### config.mk
export PLATFORM = sky130hd
export DESIGN_NAME = out_ser
export DESIGN_NICKNAME = d
export VERILOG_FILES = /design/src/rtl/out_ser.sv
export SDC_FILE = /design/constraint.sdc
export NUM_CORES = 1
export LEC_CHECK = 0
export BUFFER_PORTS_ARGS = -buffer_cell sky130_fd_sc_hd__buf_2
export CORE_AREA = 2 2 42 44
export DETAILED_ROUTE_END_ITERATION = 6
export DIE_AREA = 0 0 44 46
export HOLD_SLACK_MARGIN = 0.03
export PLACE_DENSITY = 0.76
export SYNTH_ARGS = -nofsm -noshare
export SYNTH_HDL_FRONTEND = slang
export SYNTH_SLANG_ARGS = --single-unit
### constraint.sdc
create_clock -name clk -period 3.6 [get_ports clk]
set_clock_uncertainty 0.2 [all_clocks]
set_input_delay 0.18 -clock clk [delete_from_list [all_inputs] [get_ports clk]]
set_output_delay 0.18 -clock clk [all_outputs]
set_load 0.005 [all_outputs]
### src/rtl/out_ser.sv
// Parallel-to-serial output stage feeding the IOB output register (ser_sel = bypass select).
// Optional even-parity bit per word when OUT_SER_PARITY_EN is defined.
module out_ser #(
    parameter int   WIDTH      = 8,
    parameter bit   LSB_FIRST  = 1'b1,
    parameter logic IDLE_LEVEL = 1'b1
) (
    input  logic             clk,
    input  logic             rst_n,
    input  logic [WIDTH-1:0] par_data,
    input  logic             par_valid,
    output logic             par_ready,
    output logic             ser_data,
    output logic             ser_sel,
    output logic             ser_done,
    output logic             busy
);

    localparam int CW = $clog2(WIDTH + 1);
    localparam logic [CW-1:0] LAST = CW'(WIDTH - 1);
`ifndef OUT_SER_PARITY_EN
    localparam logic [CW-1:0] LAST_M1 = CW'(WIDTH - 2);
`endif

    typedef enum logic [1:0] {
        IDLE  = 2'd0,
        SHIFT = 2'd1
`ifdef OUT_SER_PARITY_EN
        ,
        PARITY = 2'd2
`endif
    } state_t;

    // Next bit to present sits at the head of the register.
    function automatic logic head(input logic [WIDTH-1:0] w);
        return LSB_FIRST ? w[0] : w[WIDTH-1];
    endfunction

    function automatic logic [WIDTH-1:0] shift1(input logic [WIDTH-1:0] w);
        return LSB_FIRST ? {1'b0, w[WIDTH-1:1]} : {w[WIDTH-2:0], 1'b0};
    endfunction

    state_t           state, state_nxt;
    logic [WIDTH-1:0] sr;
    logic [CW-1:0]    cnt;
    logic             accept, load, adv;
`ifdef OUT_SER_PARITY_EN
    logic             par_bit;
    logic             to_par;
`endif

    assign accept = par_valid && par_ready;

    always_comb begin
        par_ready = 1'b0;
        case (state)
            IDLE:    par_ready = rst_n;
`ifdef OUT_SER_PARITY_EN
            SHIFT:   par_ready = 1'b0;
            PARITY:  par_ready = rst_n;
`else
            SHIFT:   par_ready = rst_n && (cnt == LAST);
`endif
            default: par_ready = 1'b0;
        endcase
    end

    always_comb begin
        state_nxt = state;
        load      = 1'b0;
        adv       = 1'b0;
`ifdef OUT_SER_PARITY_EN
        to_par    = 1'b0;
`endif
        case (state)
            IDLE: begin
                if (accept) begin
                    load      = 1'b1;
                    state_nxt = SHIFT;
                end
            end
            SHIFT: begin
                if (cnt != LAST) begin
                    adv = 1'b1;
                end else begin
`ifdef OUT_SER_PARITY_EN
                    to_par    = 1'b1;
                    state_nxt = PARITY;
`else
                    // Last data bit doubles as the accept slot for gapless streaming.
                    if (accept) load = 1'b1;
                    else        state_nxt = IDLE;
`endif
                end
            end
`ifdef OUT_SER_PARITY_EN
            PARITY: begin
                if (accept) begin
                    load      = 1'b1;
                    state_nxt = SHIFT;
                end else begin
                    state_nxt = IDLE;
                end
            end
`endif
            default: state_nxt = IDLE;
        endcase
    end

    always_ff @(posedge clk or negedge rst_n) begin
        if (!rst_n) state <= IDLE;
        else        state <= state_nxt;
    end

    always_ff @(posedge clk or negedge rst_n) begin
        if (!rst_n) begin
            sr       <= '0;
            cnt      <= '0;
            ser_data <= IDLE_LEVEL;
            ser_sel  <= 1'b0;
            ser_done <= 1'b0;
            busy     <= 1'b0;
`ifdef OUT_SER_PARITY_EN
            par_bit  <= 1'b0;
`endif
        end else begin
            ser_done <= 1'b0;
            busy     <= (state_nxt != IDLE);
            if (load) begin
                sr       <= shift1(par_data);
                cnt      <= '0;
                ser_data <= head(par_data);
                ser_sel  <= 1'b1;
`ifdef OUT_SER_PARITY_EN
                par_bit  <= ^par_data;
`endif
            end else if (adv) begin
                sr       <= shift1(sr);
                cnt      <= cnt + CW'(1);
                ser_data <= head(sr);
`ifndef OUT_SER_PARITY_EN
                ser_done <= (cnt == LAST_M1);
`endif
`ifdef OUT_SER_PARITY_EN
            end else if (to_par) begin
                ser_data <= par_bit;
                ser_done <= 1'b1;
`endif
            end else if (state_nxt == IDLE) begin
                ser_data <= IDLE_LEVEL;
                ser_sel  <= 1'b0;
            end
        end
    end

endmodule

== Word level (Yosys, flattened, before mapping) ==
Index checks and enable logic that the tools add are counted.

* Bits in registers: 18
* Bits in latches: 0
* Memory bits (writable): 0
* ROM bits: 0
* Input port bits: 11
* Output and inout port bits: 5
* Memories kept: 0

* $add $sub $neg: 1
* $mul: 0
* Divide/modulo/power cells: 0
* Order comparisons: 0
* Eq/ne operators: 5
* Shift-type cells: 0
* Muxes and demuxes: 22
* Bitwise operators: 0
* Reductions and logical operators: 9

{| class="wikitable"
|+ Operator list
! operator !! count
|-
| $mux W8 || 2
|-
| $mux W1 || 12
|-
| $eq A4 B3 Y1 const B || 2
|-
| $mux W4 || 2
|-
| $mux W2 || 3
|-
| $reduce_bool A2 Y1 || 3
|-
| $add A4 B1 Y4 const B || 1
|-
| $logic_not A2 Y1 || 2
|-
| $ne A4 B3 Y1 const B || 1
|-
| $pmux W1 S2 || 2
|-
| $pmux W2 S2 || 1
|-
| $reduce_bool A3 Y1 || 1
|-
| $eq A2 B1 Y1 const B || 1
|-
| $logic_and A1 B1 Y1 || 2
|-
| $ne A2 B2 Y1 const B || 1
|-
| $reduce_and A2 Y1 || 1
|}

== Longest topological paths before layout ==
* Word-level depth: 11
* Depth in mapped cells: 5

== Least setup slack after synthesis ==
OpenSTA, ideal clock, no wires.

* Kind: flip-flop to flip-flop
* Start: register cnt[0]
* End: register sr[0]
* Library setup time: 126 ps
* Arrival time: 1,255 ps
* Setup slack: 2,019 ps
* Stages on the path, launching flop included: 6
* Path buffers: 1
* Clock period less this slack: 1,581 ps
* Path through: dfrtp_1 ha_1 nand3b_1 buf_6 a21boi_4 a221o_1

* Longest elaborated chain between the ends: 8
* Elaborated cells between the ends (all ways): 12
* Classes of those cells: eq/ne (2); mux (7); reduce/logical (3)

{| class="wikitable"
|+ RTL lines
! what !! line !! text
|-
| from (decl) || 45 || <nowiki>logic [CW-1:0] cnt;</nowiki>
|-
| from (signal assigned) || 139 || <nowiki>cnt <= cnt + CW'(1);</nowiki>
|-
| $eq A4 B3 Y1 || 62 || <nowiki>SHIFT: par_ready = rst_n && (cnt == LAST);</nowiki>
|-
| $logic_and A1 B1 Y1 || 62 ||
|-
| $pmux W1 S2 || 56 || <nowiki>case (state)</nowiki>
|-
| $logic_and A1 B1 Y1 || 52 || <nowiki>assign accept = par_valid && par_ready;</nowiki>
|-
| $mux W1 || 77, 91 ||
|-
| $mux W1 || 83 || <nowiki>if (cnt != LAST) begin</nowiki>
|-
| $pmux W1 S2 || 75 || <nowiki>case (state)</nowiki>
|-
| $mux W8 or $reduce_bool A2 Y1 (tied branches) || n/a ||
|-
| to (signal assigned) || 130 || <nowiki>sr <= shift1(par_data);</nowiki>
|-
| to (signal assigned) || 138 || <nowiki>sr <= shift1(sr);</nowiki>
|-
| to (decl) || 44 || <nowiki>logic [WIDTH-1:0] sr;</nowiki>
|}

Several ways; a longest one is shown, not always the timed one.
A chain may end at the register's enable or synchronous reset.

== Worst setup path after layout ==
* Start: register cnt[0]
* End: register sr[3]

Same word-level chain as after synthesis.

==> run metrics <==
run status=finished clean; fill cell count=~140; most common cell in the synthesized netlist=dfrtp_1; P&R area growth vs syn=22.6%; Logic pwr share=around a fifth; full die area=just over 2000 sq um; crit path buf inv count=0; post-synthesis register bit count=17; Worst path slowest cell=a21oi_1; Internal=~0.32 mW; vias in the first global route=roughly 550; gr usage total=17.6%; CTS buffer count=3; core area=1610 sq um; wire length of the first global-routing pass=2510 microns; Least-Margin Pin Slew=about 0.88 ns; Die Ht=around 46 microns; Worst EP arrival=roughly 2.3 ns; Reg area=~430 sq um; largest net degree at the start of global routing=20; post-synthesis cell type count=28; Max Fclk=between 400 and 500 MHz; Clock power frac=22.9%; post-CTS setup buffer count=0; post-synth top area cell=dfrtp_1; CTS root buf=clkbuf_4; Leakage=between 0.5 and 0.6 nW; hpwl dp=about 1000 microns; DR vias/cell=~5.6; CTS tree=done; first drt pass iteration count=4; die width=between 40 and 50 microns; Primary FF master, synth=dfrtp_1; CP top delay family=compound AO/OA/AOI/OAI gates; Min-Delay Path Class=in -> async; post-route ant nets=0; Area contributors post-synth=dfrtp_1 (50%), a221o_1 (7.4%), and3_1 (5.4%); Starting Density=between 50% and 60%; Psw=~0.12 mW; critical path type=reg -> reg; Vias=610; fraction of registers with async set/reset=100%; Critical Path Max Stage Delay=0.82 ns; WP data required=between 3 and 4 ns; Overflow after GRT=0; RD Place Congestion=about 0.75; crit-path cells=ha_1, nand3b_1, a21oi_1, a221o_1; yosys synthesis warning count=0; count of non-filler cells in the finished layout=~110; io pins=16; Power per Cell Area=437 nW/um^2; PortBufs=15; DRC viols=0; Final period util=63.9%; wire length per cell=roughly 14 microns; row count=15; part of the power in registers=between 50% and 60%; Nets=~110; sequential fraction of the synthesis area=a little over half; Mapped Area=between 800 and 900 sq um; Post-synth top cells=dfrtp_1 (16), and3_1 (7), a221o_1 (6); RSZ-0062 raised after global routing=no; clock slew at reported path FFs=0.10 ns; min cycle time layout=about 2.3 ns; initial DRC count=13; Final setup viols=0; layout cell share with drive strength beyond 1=between 20 and 30%; Mapped Cells=67; Antenna diodes=0; Yosys top cell area share=around half; sw frac=a little over a quarter; worst vdd ir=approximately 0.00026 V; CP endpoint kind=flip-flop; Slew headroom=a little over two fifths; CTS resizes=0; setup TNS=0 ns; dpl cells=96; initial antenna violation count=0; Max-Cap Viols=0; multi-input combinational cell area=roughly 330 sq um; critical path startpoint category=flip-flop; Final Hold Viols=0; CTS Buffer Depth=2; Post-synth EDFFs=0; Slew Limit Fails=0; WL final=1570 microns; CTS sink count=17; hold buffers post-CTS=9; Max FO, Critical Path=11; H-tree depth=1; Worst-Skew Late Latency=around 0.28 ns; Net Count, Synth=80; Avg Synthesized Cell Area=about 12 sq um
==> sequential cells by signal, indices dropped and copies added (netlist names) <==
signal	cells
ser_sel	1
state	2
ser_data	1
busy	1
cnt	4
sr	7
ser_done	1
==> power groups by stage <==
stage | clock network (mW) | registers [mW] | logic (mW)
2_1_floorplan | 0 | 0.245 | 0.0570
3_3_place_gp | 0 | 0.251 | 0.0740
3_5_place_dp | 0 | 0.253 | 0.0771
4_1_cts | 0.101 | 0.249 | 0.0854
5_1_grt | 0.110 | 0.254 | 0.0939
6_report | 0.0991 | 0.249 | 0.0845
==> cell type report <==
class                           count  area share, %
Clock buffer                        4           2.65
Tap cell                           17           2.15
Multi-Input combinational cell     42           33.5
Sequential cell                    17           43.1
Timing Repair Buffer               24           16.7
Inverter                            5           1.90
==> placed cells by master, fill, tap and decap left out, types with 3 or more instances in the layout <==
| cell | n |
|---|---|
| clkbuf_4 | 3 |
| dfrtp_1 | 16 |
| inv_1 | 5 |
| dlygate4sd3_1 | 9 |
| buf_2 | 15 |
| nand2_1 | 3 |
| and3_1 | 7 |
| a221o_1 | 6 |
==> metrics by stage <==
stage	hold WS (ns)	power [mW]	instance area, sq um	util [%]	setup WS [ns]
5_1_grt	0.174	0.458	990	61.3	1.08
4_1_cts	0.154	0.435	990	61.3	1.33
3_5_place_dp	-0.0715	0.330	873	54.1	1.35
6_report	0.145	0.433	990	61.3	1.30
3_3_place_gp	-0.0721	0.325	873	54.1	1.41
2_1_floorplan	-0.316	0.302	807	-	2.02
==> worst reg2reg max path, cell delays in order (launching register included) <==
cell      delay, ns
dfrtp_1        0.41
ha_1           0.22
nand3b_1       0.31
a21oi_1        0.82
a221o_1        0.28
==> cell families (layout without fill, tap and decap cells) <==
kind of cell / after synthesis / in the layout / synth area share (%)
adder cells (fa/ha/maj): 2 / 2 / 3.10
other: 1 / 1 / 0.465
buffers and inverters: 8 / 33 / 6.05
multiplexers: 3 / 3 / 3.88
flip-flops: 17 / 17 / 52.9
AO/OA/AOI/OAI: 18 / 18 / 19.1
AND/OR/NAND/NOR: 18 / 18 / 14.6
==> final timing paths <==
check | startpoint | endpoint | slack, ns | cells past startpoint
max | cnt[0] | sr[3] | 1.30 | 4
min | rst_n | cnt[1] | 0.14 | 2
max reg2reg | cnt[0] | sr[3] | 1.30 | 4
min reg2reg | ser_sel | ser_sel | 0.29 | 1
max in group asynchronous | rst_n | ser_data | 2.73 | 2
min in group clk | par_valid | cnt[2] | 0.18 | 4
==> layer usage <==
metal  up-vias  global-route usage, %  share of wire [%]
li1        294                      -                  -
met1       298                   23.0                 48
met2        16                   29.4                 47
met3         2                   2.38                3.7
met4         0                   7.27               0.57
met5         -                      0                  0
(Power assumes the default switching activity.)
